File: config.mk
export PLATFORM = sky130hd
export DESIGN_NAME = dac_serial_tx
export DESIGN_NICKNAME = d
export VERILOG_FILES = /design/src/rtl/dac_serial_tx.sv
export SDC_FILE = /design/constraint.sdc
export NUM_CORES = 1
export LEC_CHECK = 0
export ABC_AREA = 1
export ABC_CLOCK_PERIOD_IN_PS = 1500
export CELL_PAD_IN_SITES_DETAIL_PLACEMENT = 0
export CELL_PAD_IN_SITES_GLOBAL_PLACEMENT = 1
export CORE_MARGIN = 2
export CORE_UTILIZATION = 36
export CTS_CLUSTER_SIZE = 28
export DETAILED_ROUTE_END_ITERATION = 12
export PLACE_DENSITY_LB_ADDON = 0.1
export SYNTH_ARGS = -nofsm -noshare
export SYNTH_HDL_FRONTEND = slang
export SYNTH_SLANG_ARGS = --single-unit
File: constraint.sdc
create_clock -name clk -period 1.5 [get_ports clk]
set_input_delay 0.15 -clock clk [delete_from_list [all_inputs] [get_ports clk]]
set_output_delay 0.15 -clock clk [all_outputs]
set_load 0.02 [all_outputs]
File: src/rtl/dac_serial_tx.sv
// rtl/dac_serial_tx.sv - multi-channel serial DAC transmitter with shared SCLK/SYNC
// Frames {2'b00, pd, sample} MSB first; one-deep pending buffer allows back-to-back frames.
module dac_serial_tx #(
  parameter int NCH    = 2,
  parameter int DW     = 12,
  parameter int CLKDIV = 2
) (
  input  logic                clk,
  input  logic                rst,
  input  logic                start,
  input  logic [NCH*DW-1:0]   din,
  input  logic [1:0]          pd,
  output logic [NCH-1:0]      SDATA,
  output logic                SCLK,
  output logic                SYNC,
  output logic                busy,
  output logic                done,
  output logic                ovf
);

  localparam int FRAME = DW + 4;
  localparam int CW    = $clog2(2 * CLKDIV) + 1;
  localparam int BW    = $clog2(FRAME) + 1;
  localparam logic [CW-1:0] DIV_LAST = CW'(CLKDIV - 1);
  localparam logic [CW-1:0] GAP_LAST = CW'(2 * CLKDIV - 1);
  localparam logic [BW-1:0] BIT_LAST = BW'(FRAME - 1);

  typedef enum logic [1:0] {S_IDLE, S_SHIFT, S_GAP} state_t;

  state_t                     state, state_nx;
  logic [CW-1:0]              cnt;
  logic [BW-1:0]              bit_cnt;
  logic                       sclk_r;
  logic [NCH-1:0][FRAME-1:0]  sh;
  logic                       pend_valid;
  logic [NCH*DW-1:0]          pend_din;
  logic [1:0]                 pend_pd;
  logic                       done_r;
  logic                       ovf_r;

  logic div_wrap, last_rise, gap_end, load_new, load_pend, buf_req;

  assign div_wrap  = (state == S_SHIFT) && (cnt == DIV_LAST);
  // The final rising SCLK edge closes the frame and raises SYNC in the same cycle.
  assign last_rise = div_wrap && !sclk_r && (bit_cnt == BIT_LAST);
  assign gap_end   = (state == S_GAP) && (cnt == GAP_LAST);
  assign load_pend = gap_end && pend_valid;
  assign load_new  = start && ((state == S_IDLE) || (gap_end && !pend_valid));
  assign buf_req   = start && (state != S_IDLE) && !(gap_end && !pend_valid);

  always_ff @(posedge clk) begin
    if (!rst) state <= S_IDLE;
    else      state <= state_nx;
  end

  always_comb begin
    state_nx = state;
    case (state)
      S_IDLE:  if (start) state_nx = S_SHIFT;
      S_SHIFT: if (last_rise) state_nx = S_GAP;
      S_GAP:   if (gap_end) state_nx = (pend_valid || start) ? S_SHIFT : S_IDLE;
      default: state_nx = S_IDLE;
    endcase
  end

  always_comb begin
    SYNC  = (state != S_SHIFT);
    SCLK  = sclk_r;
    busy  = (state != S_IDLE);
    done  = done_r;
    ovf   = ovf_r;
    SDATA = '0;
    if (state == S_SHIFT) begin
      for (int k = 0; k < NCH; k++) SDATA[k] = sh[k][FRAME-1];
    end
  end

  always_ff @(posedge clk) begin
    if (!rst) begin
      cnt        <= '0;
      bit_cnt    <= '0;
      sclk_r     <= 1'b1;
      sh         <= '0;
      pend_valid <= 1'b0;
      pend_din   <= '0;
      pend_pd    <= '0;
      done_r     <= 1'b0;
      ovf_r      <= 1'b0;
    end else begin
      done_r <= last_rise;
      ovf_r  <= buf_req && pend_valid;

      if (load_new || load_pend) begin
        cnt     <= '0;
        bit_cnt <= '0;
        sclk_r  <= 1'b1;
        for (int k = 0; k < NCH; k++) begin
          sh[k] <= load_pend ? {2'b00, pend_pd, pend_din[k*DW +: DW]}
                             : {2'b00, pd, din[k*DW +: DW]};
        end
      end else if (state == S_SHIFT) begin
        if (div_wrap) begin
          cnt    <= '0;
          sclk_r <= !sclk_r;
          // Data only advances on the rising SCLK edge so it is stable across the fall.
          if (!sclk_r) begin
            bit_cnt <= bit_cnt + 1'b1;
            for (int k = 0; k < NCH; k++) sh[k] <= {sh[k][FRAME-2:0], 1'b0};
          end
        end else begin
          cnt <= cnt + 1'b1;
        end
      end else if (state == S_GAP) begin
        cnt <= gap_end ? '0 : cnt + 1'b1;
      end else begin
        cnt <= '0;
      end

      if (load_pend) begin
        pend_valid <= 1'b0;
      end else if (buf_req && !pend_valid) begin
        pend_valid <= 1'b1;
        pend_din   <= din;
        pend_pd    <= pd;
      end
    end
  end

endmodule

==> metrics.md <==
| Metric | Value |
|---|---|
| Max-cap viol count | `0` |
| Worst Path Max Fanout | `9` |
| Worst path cell trace | `ha_4 -> ha_4 -> nand4_1 -> buf_4 -> nand3_4 -> buf_4 -> buf_6 -> a21oi_1` |
| NetSw | `1140 µW` |
| #FFs+latches synth | `72` |
| Mapped Avg Cell Area | `6.91 µm²` |
| Largest net degree at the start of global routing | `37` |
| Crit path kind | `flop to flop` |
| Final setup vio count | `65` |
| Static Leak | `0.00196 µW` |
| Port-buffer cells | `35` |
| Antenna violations before repair | `0` |
| Element type at the critical path start | `flop` |
| Initial drt markers | `101` |
| Core ar. | `9110 µm²` |
| Outcome | `finished with violations` |
| Area grow syn2layout | `42.1%` |
| Max Slew Vio Count | `0` |
| Largest area contributor in the netlist | `dfxtp_1` |
| Final WL | `8.71 mm` |
| Unrepaired setup endpoints after global routing | `true` |
| Dpl hpwl | `5.36 mm` |
| H-tree levels | `3` |
| Reg clk slew, reported paths | `0.07 ns` |
| Max-Slew Margin vs Limit | `78.9%` |
| Initial core utilization | `36.6%` |
| Row count | `35` |
| RR Startpoint | `cnt[0]$_SDFF_PP0_` |
| CTS tree | `done` |
| TritonRoute pass-1 iters | `4` |
| # diodes | `0` |
| CTS Hold Bufs | `0` |
| Die Span X | `100 µm` |
| Area contributors post-synth | `dfxtp_1, nand2_1, nand3_1` |
| Final ANT Viol Nets | `0` |
| Top-count cell post-synth | `nand2_1` |
| Worst hold stages | `3` |
| First-pass GRT wire length | `13.4 mm` |
| HP Start | `din[4]` |
| GRT Total Usage | `16.6%` |
| Die H | `100 µm` |
| Hold Violations, Final | `0` |
| Clock power frac | `38.3%` |
| Synth warn | `0` |
| Synth Instances | `482` |
| Worst EP arrival | `1.90 ns` |
| Synth top area share | `43.3%` |
| CTS max path bufs | `2` |
| Remaining global-route overflow | `0` |
| R2R depth | `8` |
| Slowest CP cell | `dfxtp_4` |
| Period utilization | `109%` |
| CP Capture Type | `flop` |
| HP Class | `input pin to flop` |
| Num CTS Buffers | `9` |
| Fmax | `0.614 GHz` |
| Netlist cell types | `30` |
| Clock Sinks | `72` |
| Critical path required time | `1.77 ns` |
| Vias in the first global route | `2939` |
| Nets@finish | `583` |
| Worst-Margin Slew | `0.315 ns` |
| Failing checks | `negative setup slack` |
| Clock Latency Late Sink | `0.34 ns` |
| Post-route setup slack | `-0.129 ns` |
| Clk root buf | `clkbuf_8` |
| Post-synth net total | `516` |
| Vias per cell | `4.88` |
| Post-synth ARST share | `0%` |
| I/O pins | `36` |
| Synth top cells by count | `nand2_1, dfxtp_1, nand3_1` |
| Clock skew | `0.0101 ns` |
| Cell area after synthesis | `3330 µm²` |
| DRC | `0` |
| Pint | `3350 µW` |
| Max stage delay on crit path | `0.36 ns` |
| Ratio of cells with drive above 1 in the final layout | `23.3%` |
| Power share of the sequential group | `46.4%` |
| Max VDD drop | `0.635 mV` |
| Average wire per standard cell | `13.1 µm` |
| Full die area | `10000 µm²` |
| Sw Share | `25.4%` |
| Power, Total | `4500 µW` |
| Final Wtd Congestion | `0.729` |
| Register area share after synthesis | `43.3%` |
| Vias | `3244` |
| Minimum clock period | `1.63 ns` |
| Critical path origin | `cnt[0]$_SDFF_PP0_` |
| Pre-CTS setup slack | `-0.138 ns` |
| EDFF count, synth | `0` |
| Most used DFF post-synth | `dfxtp_1` |
| Pwr dens | `950 nW/µm²` |
| Combinational fraction of design power | `15.3%` |
## through the flow
| step | cell area (µm²) | instances | TNS [ns] | utilization (%) | hold WS, ns |
|---|---|---|---|---|---|
| after CTS | 4460 | 657 | -2.16 | 49.0 | 0.449 |
| after global routing | 4730 | 665 | -9.75 | 52.0 | 0.458 |
| final | 4730 | 665 | -4.04 | 52.0 | 0.449 |
| after detailed placement | 4090 | 636 | -2.77 | 44.9 | 0.444 |
| after global placement | 4090 | 636 | -2.71 | 44.9 | 0.433 |
| after floorplan | 3360 | 482 | -0.0147 | - | 0.325 |
## path summary, 6_finish.rpt
kind                                                   to  slack (ns)
worst max-delay path            pend_din[11]$_SDFFE_PN0P_       -0.13
worst min-delay path             pend_din[4]$_SDFFE_PN0P_        0.45
worst max register to register  pend_din[11]$_SDFFE_PN0P_       -0.13
worst min register to register  pend_din[21]$_SDFFE_PN0P_        0.45
## flip-flops by register name, summed over array words and instances, names as in the netlist, 2 cells and up
| signal | count |
|---|---|
| sh | 32 |
| pend_din | 24 |
| bit_cnt | 5 |
| cnt | 3 |
| pend_pd | 2 |
| state | 2 |
## area by class of cell
| cell class | instances | area (µm²) |
|---|---|---|
| Tap cell | 111 | 139 |
| Timing Repair Buffer | 87 | 946 |
| Clock inverter | 4 | 77.6 |
| Clock buffer | 12 | 145 |
| Fill cell | 956 | 4370 |
| Sequential cell | 72 | 1450 |
| Multi-Input combinational cell | 333 | 1800 |
| Inverter | 46 | 178 |
## routing by layer
metal	vias to the layer above	track usage (%)	wire length [µm]
met2	31	30.0	4450
met1	1521	19.8	3970
li1	1688	-	-
met5	-	0	0
met3	4	4.46	210
met4	0	3.16	78
## cell families after synthesis
kind of cell | count (synthesis) | share of synthesized area, %
simple gates | 229 | 29.6
buf+inv | 77 | 9.76
flops | 72 | 43.3
fa+ha+maj | 5 | 1.88
compound gates | 98 | 15.3
xor+xnor | 1 | 0.263
## critical path: cells and delay by family (launching register included)
kind	cells	cell delay, ns
flip-flops	1	0.36
AND/OR/NAND/NOR	2	0.27
buffers and inverters	3	0.49
adder cells (fa/ha/maj)	2	0.32
AO/OA/AOI/OAI	1	0.14
## power by group through the flow
stage	Sequential, µW	Clock (µW)	Combinational, µW
6_report	2090	1720	686
2_1_floorplan	2120	0	334
4_1_cts	2090	1780	592
5_1_grt	2100	1860	763
3_3_place_gp	2130	0	565
3_5_place_dp	2130	0	570
## placed cells by master, fill, tap and decap left out, types with 2 or more instances in the layout
master	count
a21oi_1	35
a21oi_2	5
buf_12	9
buf_2	3
buf_4	27
buf_6	11
buf_8	2
bufinv_16	2
clkbuf_1	2
clkbuf_16	3
clkbuf_8	10
clkdlybuf4s50_1	30
clkinv_4	2
dfxtp_1	69
dfxtp_2	2
ha_1	3
ha_4	2
inv_1	43
inv_2	2
nand2_1	130
nand2_2	6
nand2_4	4
nand3_1	42
nand3_2	5
nand4_1	6
nor2_1	23
nor2_4	2
nor3_1	2
nor3_2	2
o21ai_0	10
o21ai_1	18
o21ai_2	23
o21bai_1	4
## what timing repair did
action	4_1_cts	5_1_grt
endpoints found under the setup margin	51	75
buffers inserted	5	4
resized for setup	47	75
cloned	1	5
pin swaps	7	11
(Power assumes the default switching activity.)
==> edit: new RTL, config.mk and constraints unchanged <==
`DW`: 12 -> 8.
--- a/src/rtl/dac_serial_tx.sv
+++ b/src/rtl/dac_serial_tx.sv
@@ -2,7 +2,7 @@
 // Frames {2'b00, pd, sample} MSB first; one-deep pending buffer allows back-to-back frames.
 module dac_serial_tx #(
   parameter int NCH    = 2,
-  parameter int DW     = 12,
+  parameter int DW     = 8,
   parameter int CLKDIV = 2
 ) (
   input  logic                clk,
Ports: changed (resized din); port bits go from 36 to 28. The function was not compared with the original's and may differ.
==> edit against the unedited design <==
The run still ends with setup timing left. Sequential cell count decreased by 16. Total power shrank 35%. Setup slack improved by 110 ps. Critical path type unchanged. Utilization is 0.35 points lower. Cell area is 21% lower. Sequential power down 23%. Global-route usage decreased by 0.27 points. Area after synthesis down 19%. First-iteration DRC count increased by 12%. Wire length shrank 22%. Sequential share of layout area shrank 0.47 points. Via count is 22% lower. Critical path depth increased by 2.
==> edit: results (changes against the unedited design) <==
- Pleak: 1.65 nW (-16%)
- The clock transition time at the flip-flop clock pins of the worst setup and hold paths came to 110 ps (+40 ps).
- Worst Setup Slack, final: -19.8 ps (+109 ps)
- Fraction of layout instances using a drive strength above 1: 26.6% (+3.3 points)
- The area share of fa/ha/maj cells after synthesis came to 1.85% (-0.029 points).
- Pre-CTS setup slack: -74.8 ps (+63.6 ps)
- Largest net degree at the start of global routing: 38 (+2.7%)
- The number of input and output port buffers inserted is 27 (-23%).
- Inverter count: 50 (+8.7%)
- The met3 demand-to-capacity share in global routing is 3.42% (-1.0 points).
- The flip-flop and latch area came to 1130 sq um (-22%).
- Non-CTS buffers: 62 (-29%)
* Violations in the final reports: setup timing
- Logic gate share of total power: 16.1% (+0.8 points)
- Buffering overhead: 19.3% (-0.67 points)
* Wire length of the first global-routing pass: 10800 microns (-19%)
- Total number of multi-input combinational cells: 264 (-21%)
- Met2 track utilization from global routing: 26.9% (-3.1 points)
- Normalized max-slew margin: 66.1% (-13 points)
- The total number of H-tree levels is 2 (-1).
* Worst clock skew on the final layout: 11.6 ps (+1.50 ps)
- The routed length on met3 came to 285 microns (+36%).
* Number of inserted filler cells in the final layout: 764 (-20%)
* Tot GR Track Use: 16.3% (-0.27 points)
- The cell-internal power is 0.00211 W (-37%).
* Met1 usage: 21.1% (+1.3 points)
- Worst-path maximum fanout: 5 (-4)
- By count the netlist is led by sky130_fd_sc_hd__nand2_1 (117), sky130_fd_sc_hd__dfxtp_1 (56), sky130_fd_sc_hd__inv_1 (45).
* Type of the most critical hold path: reg -> reg
- Data arrival time of the critical path: 1720 ps (-180 ps)
- The insertion delay of the later-clocked pin in the worst-skew pair is 310 ps (-30 ps).
- Layout net count: 464 (-20%)
- Worst hold path startpoint: sh[12]
- The post-synthesis instance total is 391 (-19%).
- The via count of the routed design is 2534 (-22%).
* Via count of the first global-routing pass: 2318 (-21%)
* Total power per unit cell area: 777 nW/um^2 (-18%)
* Sum of routed wire segments on met1: 3110 microns (-22%)
- Post-placement cell area: 3200 sq um (-22%)
- The share of total power in sequential cells came to 55.1% (+8.7 points).
- The flow ran to the end, but the final reports show violations.
- The xor-xnor portion of the synthesized cell area is 0.323% (+0.061 points).
* Setup-violating endpoint count in the final report: 7 (-89%)
- Amount of wire on met2 after detailed routing: 3320 microns (-25%)
- Cell variety after synth: 27 (-10%)
- The total power was 0.00291 W (-35%).
* Clock buf/inv share: 2.34% (-2.4 points)
- The setup TNS came to -72.1 ps (+3970 ps).
* Routed len/inst: 12.6 microns (-3.7%)
* Cell types with the largest area share after synthesis: sky130_fd_sc_hd__dfxtp_1 (41%), sky130_fd_sc_hd__nand2_1 (16%), sky130_fd_sc_hd__inv_1 (6.2%)
* Instance count along the most critical hold path: 2 (-1)
## edit: cell count changes after synthesis, sizes merged, moves of 2 or more
cell    before  now
inv         46   49
nor2        26   36
o21bai       4    0
nand4        6    8
dfxtp       72   56
o21ai       51   28
clkbuf       9    4
nand3b       1    3
nand3       48   25
buf         22   17
a21oi       41   32
nand2      141  122
## edit: cells by family after synthesis
| kind of cell | Yosys count |
|---|---|
| and+or+nand+nor | 198 |
| DFF | 56 |
| adders and majority gates | 4 |
| buffers and inverters | 71 |
| AOI/OAI and AO/OA | 61 |
| xor gates and xnor gates | 1 |
## edit: how the worst max path moves through the flow
stage	from	to	slack, ps	depth (start not counted)
floorplan	cnt[0]	sh[14]	2	11
global placement	cnt[0]	sh[8]	-60	10
detailed placement	cnt[1]	sh[8]	-70	10
CTS	cnt[0]	sh[8]	-4	10
global route	cnt[1]	sh[5]	-120	10
finish	cnt[0]	sh[14]	-20	10
